<file path="config.mk">
export PLATFORM = sky130hd
export DESIGN_NAME = plru_victim_alloc
export DESIGN_NICKNAME = d
export VERILOG_FILES = /design/src/rtl/plru_pkg.sv /design/src/rtl/plru_lru_pick.sv /design/src/rtl/plru_victim_alloc.sv
export SDC_FILE = /design/constraint.sdc
export NUM_CORES = 1
export LEC_CHECK = 0
export CORE_MARGIN = 2
export CORE_UTILIZATION = 40
export DETAILED_ROUTE_END_ITERATION = 10
export PLACE_DENSITY = 0.83
export RECOVER_POWER = 50
export SYNTH_ARGS = -nofsm -noshare
export SYNTH_HDL_FRONTEND = slang
export SYNTH_SLANG_ARGS = --single-unit
</file>
<file path="constraint.sdc">
create_clock -name clk -period 3.4 [get_ports clk]
set_input_delay 0.68 -clock clk [delete_from_list [all_inputs] [get_ports clk]]
set_output_delay 0.68 -clock clk [all_outputs]
set_load 0.02 [all_outputs]
</file>
<file path="src/rtl/plru_pkg.sv">
// rtl/plru_pkg.sv - shared constants and helpers for the PLRU allocation slice
package plru_pkg;

    localparam int DEFAULT_WIDTH = 4;
    localparam int DEFAULT_CNT_W = 16;

    localparam logic [0:0] ST_IDLE  = 1'b0;
    localparam logic [0:0] ST_FLUSH = 1'b1;

    function automatic logic [31:0] onehot(input int idx);
        onehot = 32'd1 << idx;
    endfunction

    function automatic int popcount(input logic [31:0] v);
        popcount = 0;
        for (int i = 0; i < 32; i++) begin
            popcount += int'(v[i]);
        end
    endfunction

endpackage

</file>
<file path="src/rtl/plru_lru_pick.sv">
// rtl/plru_lru_pick.sv - masked least-recent search over a pairwise recency matrix
module plru_lru_pick import plru_pkg::*; #(
    parameter int WIDTH = DEFAULT_WIDTH,
    parameter int IDX_W = $clog2(WIDTH)
) (
    input  logic [WIDTH*WIDTH-1:0] vv_matrix,
    input  logic [WIDTH-1:0]       cand_mask,
    output logic [IDX_W-1:0]       pick_idx,
    output logic                   pick_found
);

    logic [WIDTH-1:0] is_min;

    // A candidate is least recent when its row is zero over all other candidates.
    always_comb begin
        is_min = cand_mask;
        for (int v = 0; v < WIDTH; v++) begin
            for (int j = 0; j < WIDTH; j++) begin
                if (j != v && cand_mask[j] && vv_matrix[v*WIDTH+j]) begin
                    is_min[v] = 1'b0;
                end
            end
        end
    end

    always_comb begin
        pick_idx   = '0;
        pick_found = |cand_mask;
        for (int v = WIDTH - 1; v >= 0; v--) begin
            if (cand_mask[v]) begin
                pick_idx = IDX_W'(v);
            end
        end
        for (int v = WIDTH - 1; v >= 0; v--) begin
            if (is_min[v]) begin
                pick_idx = IDX_W'(v);
            end
        end
    end

endmodule

</file>
<file path="src/rtl/plru_victim_alloc.sv">
// rtl/plru_victim_alloc.sv - allocation front-end choosing free or LRU victim entries
module plru_victim_alloc import plru_pkg::*; #(
    parameter int WIDTH = DEFAULT_WIDTH,
    parameter int IDX_W = $clog2(WIDTH),
    parameter int CNT_W = DEFAULT_CNT_W
) (
    input  logic                   clk,
    input  logic                   rst_n,
    input  logic                   req_valid,
    output logic                   req_ready,
    input  logic                   hit_valid,
    input  logic [IDX_W-1:0]       hit_idx,
    input  logic                   inv_valid,
    input  logic [IDX_W-1:0]       inv_idx,
    input  logic                   flush,
    input  logic [WIDTH-1:0]       lock_mask,
    input  logic [WIDTH*WIDTH-1:0] vv_matrix,
    output logic                   alloc_en,
    output logic [WIDTH-1:0]       v_alloc,
    output logic                   gnt_valid,
    output logic [IDX_W-1:0]       gnt_idx,
    output logic                   gnt_evict,
    output logic [WIDTH-1:0]       valid_vec,
    output logic [IDX_W:0]         occupancy,
    output logic [CNT_W-1:0]       evict_cnt
);

    logic [0:0]       state;
    logic             any_free;
    logic             pick_found;
    logic             candidate_exists;
    logic             accept;
    logic             hit_act;
    logic             sel_evict;
    logic [IDX_W-1:0] free_idx;
    logic [IDX_W-1:0] pick_idx;
    logic [IDX_W-1:0] sel;
    logic [WIDTH-1:0] valid_next;

    assign any_free = ~&valid_vec;

    always_comb begin
        free_idx = '0;
        for (int i = WIDTH - 1; i >= 0; i--) begin
            if (!valid_vec[i]) begin
                free_idx = IDX_W'(i);
            end
        end
    end

    plru_lru_pick #(
        .WIDTH (WIDTH),
        .IDX_W (IDX_W)
    ) u_pick (
        .vv_matrix  (vv_matrix),
        .cand_mask  (~lock_mask),
        .pick_idx   (pick_idx),
        .pick_found (pick_found)
    );

    // Free entries are always preferred and bypass the lock mask.
    assign candidate_exists = any_free | pick_found;
    assign sel              = any_free ? free_idx : pick_idx;
    assign sel_evict        = valid_vec[sel];
    assign req_ready        = (state == ST_IDLE) && !flush && !hit_valid && candidate_exists;
    assign accept           = req_valid && req_ready;
    assign hit_act          = hit_valid && (state == ST_IDLE);

    always_comb begin
        alloc_en = 1'b0;
        v_alloc  = '0;
        if (hit_act) begin
            alloc_en = 1'b1;
            v_alloc  = WIDTH'(onehot(int'(hit_idx)));
        end else if (accept) begin
            alloc_en = 1'b1;
            v_alloc  = WIDTH'(onehot(int'(sel)));
        end
    end

    always_comb begin
        valid_next = valid_vec;
        if (flush) begin
            valid_next = '0;
        end else begin
            if (inv_valid) begin
                valid_next[inv_idx] = 1'b0;
            end
            if (accept) begin
                valid_next[sel] = 1'b1;
            end
        end
    end

    always_ff @(posedge clk or negedge rst_n) begin
        if (!rst_n) begin
            state     <= ST_IDLE;
            valid_vec <= '0;
            occupancy <= '0;
            evict_cnt <= '0;
            gnt_valid <= 1'b0;
            gnt_idx   <= '0;
            gnt_evict <= 1'b0;
        end else begin
            state     <= flush ? ST_FLUSH : ST_IDLE;
            valid_vec <= valid_next;
            occupancy <= (IDX_W+1)'(popcount(32'(valid_next)));
            gnt_valid <= accept;
            gnt_evict <= accept && sel_evict;
            if (accept) begin
                gnt_idx <= sel;
            end
            if (accept && sel_evict && !(&evict_cnt)) begin
                evict_cnt <= evict_cnt + CNT_W'(1);
            end
        end
    end

endmodule

</file>
==> impl_metrics.env, run 1 <==
export IMPL_drt_first_pass_iters=4
export IMPL_floorplan_die_area_mm2=0.00435
export IMPL_cp_num_cells=12
export IMPL_place_port_buffers=58
export IMPL_finish_net_count=278
export IMPL_gp_congestion=0.823
export IMPL_io_pins=63
export IMPL_layout_cell_area_non_filler_mm2=0.00244
export IMPL_finalHoldWorstSlack_ps=479
export IMPL_ff2ff_path_depth=8
export IMPL_synthesis_area_mm2=0.00153
export IMPL_totalWireLength_um=4310
export IMPL_synth_warning_count=0
export IMPL_max_clock_path_buffers=2
export IMPL_count_of_standard_cell_rows=22
export IMPL_place_worst_setup_slack_ps=-485
export IMPL_min_path_type="flop to flop"
export IMPL_asyncSetResetFlopFracSynth_pct=100
export IMPL_clock_slew_at_the_register_clock_pins_of_the_worst_setup_and_hold_paths_ps=100
export IMPL_place_area_mm2=0.00235
export IMPL_violated_checks="setup timing"
export IMPL_antenna_found_initial=0
export IMPL_final_core_util_pct=66.6
export IMPL_outcome="finished, violations left"
export IMPL_grt_start_max_net_pins=29
export IMPL_drt_iter0_markers=70
export IMPL_routed_via_density=5.35
export IMPL_crit_path_max_incr_delay_ps=550
export IMPL_fin_crit_ps=3410
export IMPL_antenna_cells=0
export IMPL_timing_critical_path_required_ps=3570
export IMPL_post_layout_total_power_mw=0.707
export IMPL_width_of_the_die_um=65.9
export IMPL_layout_worst_path_cycle_share_pct=100
export IMPL_clock_tree_htree_level_count=1
export IMPL_first_global_vias=1432
export IMPL_clkLatencyLatePin_ps=270
export IMPL_leakagePower_nw=1.14
export IMPL_mostFrequentLayoutCells="38 x clkdlybuf4s50_1, 28 x dfrtp_1, 25 x buf_4"
export IMPL_min_path_cells=2
export IMPL_cp_data_arrival_time_ps=3580
export IMPL_drive_above_1_share_pct=16.5
export IMPL_yosysUniqueCellTypes=41
export IMPL_drc_errors=0
export IMPL_power_ir_vdd_worst_uv=158
export IMPL_area_delta_synth_final_pct=59.0
export IMPL_groute_usage_overall_pct=19.8
export IMPL_crit_family="adder cells"
export IMPL_worst_path_max_fanout=4
export IMPL_cts_sink_count=28
export IMPL_end_kind="flop"
export IMPL_maxClockFrequency_mhz=293
export IMPL_drv_slew=0
export IMPL_final_setup_tns_ps=-12.5
export IMPL_core_region_mm2=0.00366
export IMPL_wl_per_cell_um=14.8
export IMPL_first_pass_grt_wire_length_um=6640
export IMPL_number_of_nets_still_failing_antenna_checks_after_routing=0
export IMPL_maxCapViolations=0
export IMPL_post_synth_cell_area_avg_um2=9.83
export IMPL_starting_density_of_the_core_pct=41.9
export IMPL_power_per_cell_area_mw_per_mm2=290
export IMPL_skew_ps=4.27
export IMPL_timing_critical_path_buf_inv=4
export IMPL_timing_critical_path_slowest_stage_cell="fa_1"
export IMPL_synthCells=156
export IMPL_rsz0062_at_grt="true"
export IMPL_total_placed_cells_including_tap_cells=286
export IMPL_cts_root_buf="clkbuf_8"
export IMPL_timing_worst_setup_path_type="input pin to flop"
export IMPL_finalHoldViolations=0
export IMPL_post_layout_nonfiller_instances=291
export IMPL_relSlewSlack_pct=4.00
export IMPL_worst_slew_pin_transition_ps=1440
export IMPL_synth_seq_area_share_pct=45.7
export IMPL_numCtsBuffers=3
export IMPL_synth_edff_count=0
export IMPL_layout_commonest_cell="clkdlybuf4s50_1"
export IMPL_postSynthNetCount=190
export IMPL_total_setup_violations_reported_at_the_end_of_the_flow=1
export IMPL_num_vias=1557
export IMPL_critical_path_cell_chain="clkdlybuf4s50_1 > nor2b_1 > a2111oi_0 > buf_4 > a211oi_1 > o21a_1 > buf_4 > a21oi_1 > fa_1 > inv_1 > ha_1 > ha_1"
export IMPL_tritoncts_clock_tree="done"
export IMPL_dpl_hpwl_um=3120
export IMPL_fp_dieH_um=65.9
export IMPL_yosys_most_used_dff="dfrtp_1"
export IMPL_synth_ff_latch_count=28
export IMPL_critical_path_startpoint_type="input pin"
export IMPL_overflow=0
export IMPL_timing_final_ws_setup_ps=-12.5
-- worst paths after layout --
path | from | end | slack (ps)
max | lock_mask[0] | occupancy[1]$_DFF_PN0_ | -10
min | gnt_idx[1]$_DFFE_PN0P_ | gnt_idx[1]$_DFFE_PN0P_ | 480
max reg2reg | valid_vec[2]$_DFF_PN0_ | occupancy[1]$_DFF_PN0_ | 680
min reg2reg | gnt_idx[1]$_DFFE_PN0P_ | gnt_idx[1]$_DFFE_PN0P_ | 480
max in group asynchronous | rst_n | occupancy[1]$_DFF_PN0_ | 1300
min in group asynchronous | rst_n | evict_cnt[9]$_DFFE_PN0P_ | 1260
-- registers in the layout, summed over array words and instances, names as in the netlist --
register,count
gnt_evict,1
gnt_idx,2
evict_cnt,16
state,1
occupancy,3
valid_vec,4
gnt_valid,1
-- area by class of cell --
cell class / instances / area [µm²]
Clock buffer: 3 / 41.3
Clock inverter: 1 / 30.0
Fill cell: 287 / 1220
Inverter: 13 / 48.8
Multi-Input combinational cell: 115 / 815
Sequential cell: 28 / 701
Tap cell: 48 / 60.1
Timing Repair Buffer: 83 / 743
-- routing by layer --
layer	GRT usage (%)	vias to the layer above	share of wire (%)
met5	0	-	0
met4	6.51	0	0.93
li1	-	751	-
met2	32.2	50	48
met1	27.9	752	46
met3	1.53	4	4.8
-- worst min-delay path: cells and delay by family, from the launching register on --
family	cells	cell delay [ps]
flops	1	350
simple gates	2	100
-- power breakdown --
part	switching (mW)	leakage [nW]	internal, mW
Sequential	0.00280	0.382	0.336
Combinational	0.0483	0.720	0.0552
Clock	0.107	0.0357	0.158
Total	0.158	1.14	0.549
-- cells by family (layout without fill, tap and decap cells) --
logic type | after synthesis | after routing | synth area share [%]
simple gates | 62 | 62 | 22.9
compound gates | 34 | 34 | 15.7
flops | 28 | 28 | 45.7
xor+xnor | 14 | 14 | 7.99
buf+inv | 13 | 100 | 3.18
fa+ha+maj | 4 | 4 | 3.75
mux | 1 | 1 | 0.734
-- repair_timing --
action | in CTS | in global routing
setup buffers | 0 | 1
endpoints found under the setup margin | 6 | 4
pin swaps | 3 | 5
hold buffers | 0 | 0
resized for setup | 22 | 6
-- cell usage after synthesis (all sizes together), types with 4 or more instances --
master	number	share of area (%)
inv	12	2.9
nand2	13	3.2
nand4	10	4.1
o22ai	4	1.6
xnor2	12	6.9
and3	5	2.0
a21oi	4	1.5
nor2b	9	3.7
nand3	8	2.6
dfrtp	28	46
nor2	4	0.98
o21ai	9	2.9
No activity file was read; power rests on OpenSTA's default activity.
==> inputs of run 2 (changes only) <==
- SYNTH_HIERARCHICAL: default -> 1
==> impl_metrics.env, run 2 <==
export IMPL_timing_critical_path_required_ps=2720
export IMPL_min_path_type="flop to flop"
export IMPL_synth_compound_gate_area_share_pct=15.9
export IMPL_synth_top_area_share_pct=45.4
export IMPL_relSlewSlack_pct=5.86
export IMPL_synth_simple_gate_area_share_pct=21.2
export IMPL_final_core_util_pct=65.7
export IMPL_place_area_mm2=0.00229
export IMPL_postSynthNetCount=189
export IMPL_clock_slew_at_the_register_clock_pins_of_the_worst_setup_and_hold_paths_ps=90
export IMPL_floorplan_die_area_mm2=0.00437
export IMPL_antenna_cells=0
export IMPL_synth_warning_count=6
export IMPL_synth_commonest_cells="28 x dfrtp_1, 18 x nand2_1, 13 x inv_1, 10 x o21ai_0"
export IMPL_synth_top_family_by_area="simple AND/OR/NAND/NOR gates"
export IMPL_largest_register="evict_cnt"
export IMPL_synthesis_area_mm2=0.00154
export IMPL_max_clock_path_buffers=2
export IMPL_largest_area_contributor_in_the_synthesized_netlist="dfrtp_1"
export IMPL_first_global_vias=1363
export IMPL_groute_usage_overall_pct=18.2
export IMPL_io_pins=63
export IMPL_antenna_found_initial=0
export IMPL_filler_cell_count=320
export IMPL_skew_ps=1.27
export IMPL_finalHoldViolations=0
export IMPL_end_kind="primary output"
export IMPL_tritoncts_clock_tree="done"
export IMPL_count_of_standard_cell_rows=22
export IMPL_min_from="evict_cnt[15]$_DFFE_PN0P_"
export IMPL_starting_density_of_the_core_pct=41.9
export IMPL_critical_path_startpoint_type="input pin"
export IMPL_area_delta_synth_final_pct=57.1
export IMPL_ff2ff_path_depth=8
export IMPL_layout_commonest_cell="clkdlybuf4s50_1"
export IMPL_asyncSetResetFlopFracSynth_pct=100
export IMPL_finalHoldWorstSlack_ps=490
export IMPL_first_pass_grt_wire_length_um=6200
export IMPL_critical_path_reg2reg_startpoint="state$_DFF_PN0_"
export IMPL_drive_above_1_share_pct=23.5
export IMPL_timing_worst_setup_path_type="input pin to primary output"
export IMPL_total_placed_cells_including_tap_cells=275
export IMPL_synth_most_common_cell="dfrtp_1"
export IMPL_post_layout_total_power_mw=0.628
export IMPL_worst_slew_pin_transition_ps=1410
export IMPL_muxShareOfSynthArea_pct=1.46
export IMPL_width_of_the_die_um=66.1
export IMPL_fin_crit_ps=3280
export IMPL_regArea_um2=701
export IMPL_layout_top_registers="evict_cnt: 16 flops, valid_vec: 4 flops, occupancy: 3 flops"
export IMPL_layout_cell_area_non_filler_mm2=0.00242
export IMPL_multi_input_area_um2=881
export IMPL_met2_length_um=1930
export IMPL_leakagePower_nw=1.23
export IMPL_drt_iter0_markers=46
export IMPL_routed_via_density=5.13
export IMPL_num_vias=1446
export IMPL_synth_top_cells_by_area="dfrtp_1 45%, xnor2_1 4.5%, nand2_1 4.4%"
export IMPL_post_synth_cell_area_avg_um2=9.96
export IMPL_synth_ff_latch_count=28
export IMPL_finish_net_count=269
export IMPL_outcome="finished clean"
export IMPL_dr_wl_met3_um=167
export IMPL_synthCells=155
export IMPL_yosysUniqueCellTypes=39
export IMPL_maxClockFrequency_mhz=304
export IMPL_timing_rr_end="occupancy[1]$_DFF_PN0_"
export IMPL_layout_worst_path_cycle_share_pct=96.6
export IMPL_grt_start_max_net_pins=29
export IMPL_clkLatencyLatePin_ps=260
export IMPL_core_region_mm2=0.00369
export IMPL_yosys_most_used_dff="dfrtp_1"
export IMPL_maxUsedRoutingLayer="met4"
export IMPL_cts_root_buf="clkbuf_8"
export IMPL_drc_errors=0
export IMPL_mostFrequentLayoutCells="31 x clkdlybuf4s50_1, 28 x dfrtp_1, 16 x nand2_1"
export IMPL_min_path_cells=1
export IMPL_drt_first_pass_iters=4
export IMPL_place_port_buffers=58
export IMPL_largest_register_ff_count=16
export IMPL_fp_dieH_um=66.1
export IMPL_wl_per_cell_um=13.3
export IMPL_overflow=0
export IMPL_synth_adder_area_share_pct=3.73
export IMPL_total_setup_violations_reported_at_the_end_of_the_flow=0
export IMPL_numCtsBuffers=3
export IMPL_totalWireLength_um=3750
export IMPL_clock_tree_htree_level_count=1
export IMPL_worst_r2r_setup_slack_ps=690
export IMPL_holdPathEnd="evict_cnt[15]$_DFFE_PN0P_"
export IMPL_synth_edff_count=0
export IMPL_post_layout_nonfiller_instances=282
export IMPL_power_ir_vdd_worst_uv=338
export IMPL_cts_sink_count=28
export IMPL_cp_data_arrival_time_ps=2600
export IMPL_synthXorXnorAreaFrac_pct=8.51
export IMPL_worst_path_max_fanout=5
export IMPL_drv_slew=0
export IMPL_met1Wirelength_um=1560
export IMPL_dpl_hpwl_um=2910
export IMPL_synth_seq_area_share_pct=45.4
export IMPL_gp_congestion=0.821
export IMPL_number_of_nets_still_failing_antenna_checks_after_routing=0
export IMPL_power_per_cell_area_mw_per_mm2=259
export IMPL_maxCapViolations=0
run 2: metrics by stage:
| step | setup slack [ps] | setup TNS (ps) |
|---|---|---|
| final | 115 | 0 |
| after global routing | -17.4 | -17.4 |
| after CTS | 9.18 | 0 |
| after detailed placement | -581 | -4120 |
| after global placement | -525 | -3650 |
| after floorplan | 85.4 | 0 |
run 2: final cells by class:
| cell class | instances | area share, % |
|---|---|---|
| multi-input cells | 113 | 36.3 |
| flip-flops and latches | 28 | 28.9 |
| inverters | 13 | 2.01 |
| clock buffers | 4 | 2.27 |
| well taps | 48 | 2.48 |
| repair buffers | 76 | 28.0 |
run 2: cell families after synthesis:
| group | count (synthesis) |
|---|---|
| AND/OR/NAND/NOR | 57 |
| AO/OA/AOI/OAI | 35 |
| flip-flops | 28 |
| XOR/XNOR | 15 |
| buffers and inverters | 14 |
| adder cells (fa/ha/maj) | 4 |
| multiplexers | 2 |
run 2: where the power goes:
group	total (mW)	internal, mW	switching, mW
logic	0.0958	0.0517	0.0441
clock network	0.195	0.103	0.0918
registers	0.337	0.335	0.00186
run 2: critical path, cell delays in order:
cell,delay [ps]
clkdlybuf4s50_1,450
inv_1,70
a22oi_2,170
nand3_1,120
and3_4,200
a211oi_2,150
o21ai_1,80
a21boi_1,150
buf_4,170
nand2b_4,140
o31ai_1,60
buf_2,160
run 2: timing repair:
action                     4_1_cts  5_1_grt
setup endpoints to repair        9        9
hold endpoints to repair         0        0
hold buffers                     0        0
gates resized for setup         40       12
buffers inserted                 2        1
pin swaps                        9        7
run 2: worst max-delay path by stage:
stage	startpoint	to	cells after the start
floorplan	lock_mask[0]	occupancy[1]$_DFF_PN0_	13
global placement	lock_mask[0]	v_alloc[1]	12
detailed placement	lock_mask[0]	v_alloc[1]	12
CTS	vv_matrix[6]	v_alloc[0]	11
global route	lock_mask[1]	v_alloc[0]	12
finish	lock_mask[1]	v_alloc[0]	12
run 2: per-layer routing:
metal	track usage [%]	vias to the layer above
li1	-	706
met1	22.9	698
met2	30.4	34
met3	4.43	8
met4	6.12	0
met5	0	-
